File: src/rtl/job_sequencer.sv
// Batch launcher for a start/ready/done compute unit: runs the unit n_jobs times per go.
// Optional watchdog on the done wait is enabled by defining JOB_SEQ_TIMEOUT_EN.
module job_sequencer #(
  parameter int unsigned COUNT_WIDTH    = 8,
  parameter int unsigned TIMEOUT_CYCLES = 255
) (
  input  logic                   clk,
  input  logic                   rst,
  input  logic                   go,
  input  logic [COUNT_WIDTH-1:0] n_jobs,
  output logic                   busy,
  output logic                   all_done,
  output logic [COUNT_WIDTH-1:0] jobs_completed,
  input  logic                   unit_ready,
  output logic                   unit_start,
  input  logic                   unit_done,
  output logic                   timed_out
);

  localparam logic [2:0] S_IDLE       = 3'd0;
  localparam logic [2:0] S_WAIT_READY = 3'd1;
  localparam logic [2:0] S_ISSUE      = 3'd2;
  localparam logic [2:0] S_WAIT_DONE  = 3'd3;
  localparam logic [2:0] S_FINISH     = 3'd4;

  if (TIMEOUT_CYCLES == 0) begin : g_bad_timeout
    $error("job_sequencer: TIMEOUT_CYCLES must be at least 1");
  end

  logic [2:0]             state;
  logic [2:0]             state_nx;
  logic [COUNT_WIDTH-1:0] n_q;
  logic [COUNT_WIDTH-1:0] n_nx;
  logic [COUNT_WIDTH-1:0] cnt_nx;

`ifdef JOB_SEQ_TIMEOUT_EN
  localparam int unsigned WD_WIDTH = $clog2(TIMEOUT_CYCLES + 1);
  logic [WD_WIDTH-1:0] wd;
  logic [WD_WIDTH-1:0] wd_nx;
  logic                timed_out_nx;
`else
  assign timed_out = 1'b0;
`endif

  // State and registered outputs; outputs are decoded from the next state.
  always_ff @(posedge clk) begin
    if (rst) begin
      state          <= S_IDLE;
      n_q            <= '0;
      busy           <= 1'b0;
      unit_start     <= 1'b0;
      all_done       <= 1'b0;
      jobs_completed <= '0;
`ifdef JOB_SEQ_TIMEOUT_EN
      wd             <= '0;
      timed_out      <= 1'b0;
`endif
    end else begin
      state          <= state_nx;
      n_q            <= n_nx;
      busy           <= (state_nx != S_IDLE);
      unit_start     <= (state_nx == S_ISSUE);
      all_done       <= (state_nx == S_FINISH);
      jobs_completed <= cnt_nx;
`ifdef JOB_SEQ_TIMEOUT_EN
      wd             <= wd_nx;
      timed_out      <= timed_out_nx;
`endif
    end
  end

  // Next-state, job count and watchdog logic.
  always_comb begin
    state_nx = state;
    n_nx     = n_q;
    cnt_nx   = jobs_completed;
`ifdef JOB_SEQ_TIMEOUT_EN
    wd_nx        = wd;
    timed_out_nx = timed_out;
`endif
    case (state)
      S_IDLE: begin
        if (go) begin
          cnt_nx = '0;
`ifdef JOB_SEQ_TIMEOUT_EN
          timed_out_nx = 1'b0;
`endif
          if (n_jobs != '0) begin
            n_nx     = n_jobs;
            state_nx = S_WAIT_READY;
          end else begin
            state_nx = S_FINISH;
          end
        end
      end
      S_WAIT_READY: begin
        if (unit_ready) state_nx = S_ISSUE;
      end
      S_ISSUE: begin
        state_nx = S_WAIT_DONE;
`ifdef JOB_SEQ_TIMEOUT_EN
        wd_nx = '0;
`endif
      end
      S_WAIT_DONE: begin
        if (unit_done) begin
          cnt_nx   = jobs_completed + COUNT_WIDTH'(1);
          state_nx = (cnt_nx == n_q) ? S_FINISH : S_WAIT_READY;
        end
`ifdef JOB_SEQ_TIMEOUT_EN
        else if (wd == WD_WIDTH'(TIMEOUT_CYCLES - 1)) begin
          state_nx     = S_FINISH;
          timed_out_nx = 1'b1;
        end else begin
          wd_nx = wd + WD_WIDTH'(1);
        end
`endif
      end
      S_FINISH: begin
        state_nx = S_IDLE;
      end
      default: begin
        state_nx = S_IDLE;
      end
    endcase
  end

endmodule

File: config.mk
export PLATFORM = sky130hd
export DESIGN_NAME = job_sequencer
export DESIGN_NICKNAME = d
export VERILOG_FILES = /design/src/rtl/job_sequencer.sv
export SDC_FILE = /design/constraint.sdc
export NUM_CORES = 1
export LEC_CHECK = 0
export CAP_MARGIN = 5
export CORE_MARGIN = 10
export CORE_UTILIZATION = 49
export CTS_CLUSTER_DIAMETER = 120
export DETAILED_ROUTE_END_ITERATION = 6
export PLACE_DENSITY = 0.89
export SLEW_MARGIN = 10
export SYNTH_ARGS = -nofsm -noshare
export SYNTH_HDL_FRONTEND = slang
export SYNTH_SLANG_ARGS = --single-unit
File: constraint.sdc
create_clock -name clk -period 2.05 [get_ports clk]
set_input_delay 0.41 -clock clk [delete_from_list [all_inputs] [get_ports clk]]
set_output_delay 0.41 -clock clk [all_outputs]
set_load 0.02 [all_outputs]
==> results.py, run 1 <==
metrics = {
    "cts": {
        "clock_latency_ns": 0.31,
        "cts-resized-gates": 0,
        "clk_pin_slew_ns": 0.12,
        "cts_hold_buf": 0,
        "post_cts_buffers": 0,
        "htreeDepth": 1,
        "clockBufferDepth": 2,
        "clock_sinks": 22,
        "cts_tree": "built",
        "cts_root_buffer": "clkbuf_4",
        "cts_buffers": 3,
    },
    "setup_path": {
        "startpoint_type": "register",
        "endpoint_kind": "primary output",
        "cp.required_ns": 1.64,
        "slowest_delay_ns": 0.67,
        "cp.depth": 1,
        "crit_slowest_cell": "clkdlybuf4s50_1",
        "cp_data_arrival_time_ns": 1.51,
        "path_max_fanout": 9,
        "r2r_cells": 7,
        "critPathTopFamily": "buffers and inverters",
        "path_buf_inv": 1,
        "crit_type": "reg -> out",
        "path_cells": "clkdlybuf4s50_1",
    },
    "die": {
        "initial_core_util_pct": 51.53,
        "io_pins": 25,
        "die_y_um": 68.23,
        "fp-row-count": 17,
        "core_mm2": 0.002212,
        "die_w_um": 68.23,
        "fp.dieArea_mm2": 0.004655,
    },
    "pwr": {
        "p_int_mw": 0.6596,
        "power.density_mw_per_mm2": 613.3,
        "p_seq_share_pct": 51.3,
        "p_leak_nw": 0.6067,
        "switchingPower_mw": 0.2535,
        "combPwrFrac_pct": 21.9,
        "swShare_pct": 27.76,
        "clkPwrFrac_pct": 26.7,
        "vdd_drop_max_mv": 0.5045,
    },
    "final_layout": {
        "drive_above_1_share_pct": 10.12,
        "final_area_mm2": 0.001489,
        "final_core_util_pct": 67.31,
        "fillers": 203,
        "multi_input_area_um2": 671.9,
        "num_antenna_cells": 0,
        "final_nets": 183,
        "seqCellArea_um2": 440.4,
        "area_growth_pct": 30.63,
    },
    "grt": {
        "grt_pass1_wl_um": 5250,
        "gr-usage-all-layers_pct": 14.36,
        "antenna_found_initial": 0,
        "grt_max_degree": 17,
        "grt_overflow": 0,
        "grt_pass1_vias": 1142,
    },
    "place": {
        "gp_congestion": 0.8785,
        "placed_area_mm2": 0.001443,
        "io_buffers": 23,
        "dpl_worst_slack_ns": -0.1551,
        "dp_hpwl_um": 2346,
    },
    "timing": {
        "setup_slack_ns": 0.1268,
        "finalCritPeriodShare_pct": 93.82,
        "fin_setup_tns_ns": 0,
        "slew_headroom_pct": 62.51,
        "fmax_mhz": 520.0,
        "rsz0062_at_grt": "false",
        "hold_slack_ns": 0.5040,
        "worst_clock_skew_ns": 0.002577,
        "final_hold_viol_count": 0,
        "setup_viol": 0,
        "tightest_slew_ns": 0.5545,
        "fin_crit_ns": 1.923,
        "maxSlewViolCount": 0,
    },
    "logic_synthesis": {
        "ys_seq_area_share_pct": 38.64,
        "synth_edf_count": 0,
        "ys_ff_latch": 22,
        "synthArstFlopShare_pct": 0,
        "netlist_area_mm2": 0.001140,
        "yosys.area.top_type": "dfxtp_1",
        "ys_types": 34,
        "syn_nets": 152,
        "synthCells": 138,
        "synth.top_cell.area_share_pct": 38.64,
        "synth_common_cells": "dfxtp_1 (22), nor2_1 (21), nand2_1 (10)",
        "ys_warn_count": 0,
        "synth_flop_cell": "dfxtp_1",
        "yosysMostFrequentCell": "dfxtp_1",
        "avgSynthCellArea_um2": 8.260,
        "synthTopCellsByArea": "dfxtp_1 (39%), nor2_1 (6.9%), mux2i_1 (6.1%)",
    },
    "routing": {
        "first_pass_iters": 4,
        "via_per_inst": 5.735,
        "drt_iter0_markers": 80,
        "drc_errors": 0,
        "post_drt_wl_per_cell_um": 15.66,
        "wirelength_um": 3069,
        "num_vias": 1124,
        "antenna_left": 0,
    },
    "hold_path": {
        "hp-class": "reg -> reg",
        "whs_path_depth": 2,
    },
    "status": {
        "status": "complete, no violations",
    },
    "run": {
        "max_cap_violations": 0,
    },
}
==> power by group through the flow <==
| stage | clock [mW] | sequential [mW] | combinational [mW] |
|---|---|---|---|
| 2_1_floorplan | 0 | 0.481 | 0.118 |
| 3_3_place_gp | 0 | 0.477 | 0.187 |
| 3_5_place_dp | 0 | 0.478 | 0.195 |
| 4_1_cts | 0.243 | 0.468 | 0.198 |
| 5_1_grt | 0.261 | 0.472 | 0.219 |
| 6_report | 0.244 | 0.469 | 0.200 |
==> flip-flops by register name (all words and copies together), names as in the netlist <==
register and flops:
all_done 1, busy 1, jobs_completed 8, n_q 8, state 3, unit_start 1
==> cells by family after synthesis <==
kind of cell    after synthesis  synth area share, %
mux                           7                6.147
xor+xnor                     10                7.684
flops                        22                38.64
other cells                   1               0.3290
buf+inv                       9                3.293
compound gates               25                14.71
simple gates                 63                28.10
fa+ha+maj                     1                1.098
==> layout by cell type, fill, tap and decap left out, types with 6 or more instances in the layout <==
cell type,n
nor3_1,7
nand2_1,10
nor2_1,21
o21ai_0,6
clkdlybuf4s50_1,23
xnor2_1,6
mux2i_1,7
dfxtp_1,22
buf_4,8
a21oi_1,6
==> area by class of cell <==
type / instances / share of cell area (%)
multi-input combinational: 107 / 45.13
inverter: 4 / 1.008
timing repair buffer: 31 / 19.50
sequential: 22 / 29.58
tap: 28 / 2.353
clock buffer: 4 / 2.437
==> metal layers <==
metal  GRT usage, %  wire length, um
met1          17.12             1276
met2          24.19             1480
met3          3.589              252
met4          5.528               60
met5              0                0
==> path summary, 6_finish.rpt <==
path	startpoint	end	slack (ns)
min reg2reg	n_q[6]	n_q[6]	0.50
max reg2reg	jobs_completed[0]	busy	0.16
max	jobs_completed[3]	jobs_completed[3]	0.13
min	n_q[6]	n_q[6]	0.50
==> stage by stage <==
step / std cells / total power, mW
CTS: 196 / 0.9093
detailed placement: 192 / 0.6727
finish: 196 / 0.9131
global placement: 192 / 0.6638
floorplan: 138 / 0.5990
global route: 196 / 0.9525
(Power assumes the default switching activity.)
==> inputs of run 2 (changes only) <==
- HOLD_SLACK_MARGIN: default -> 0.03
==> results of run 2 <==
No change in the layout: final DEF, timing and power equal those of run 1.
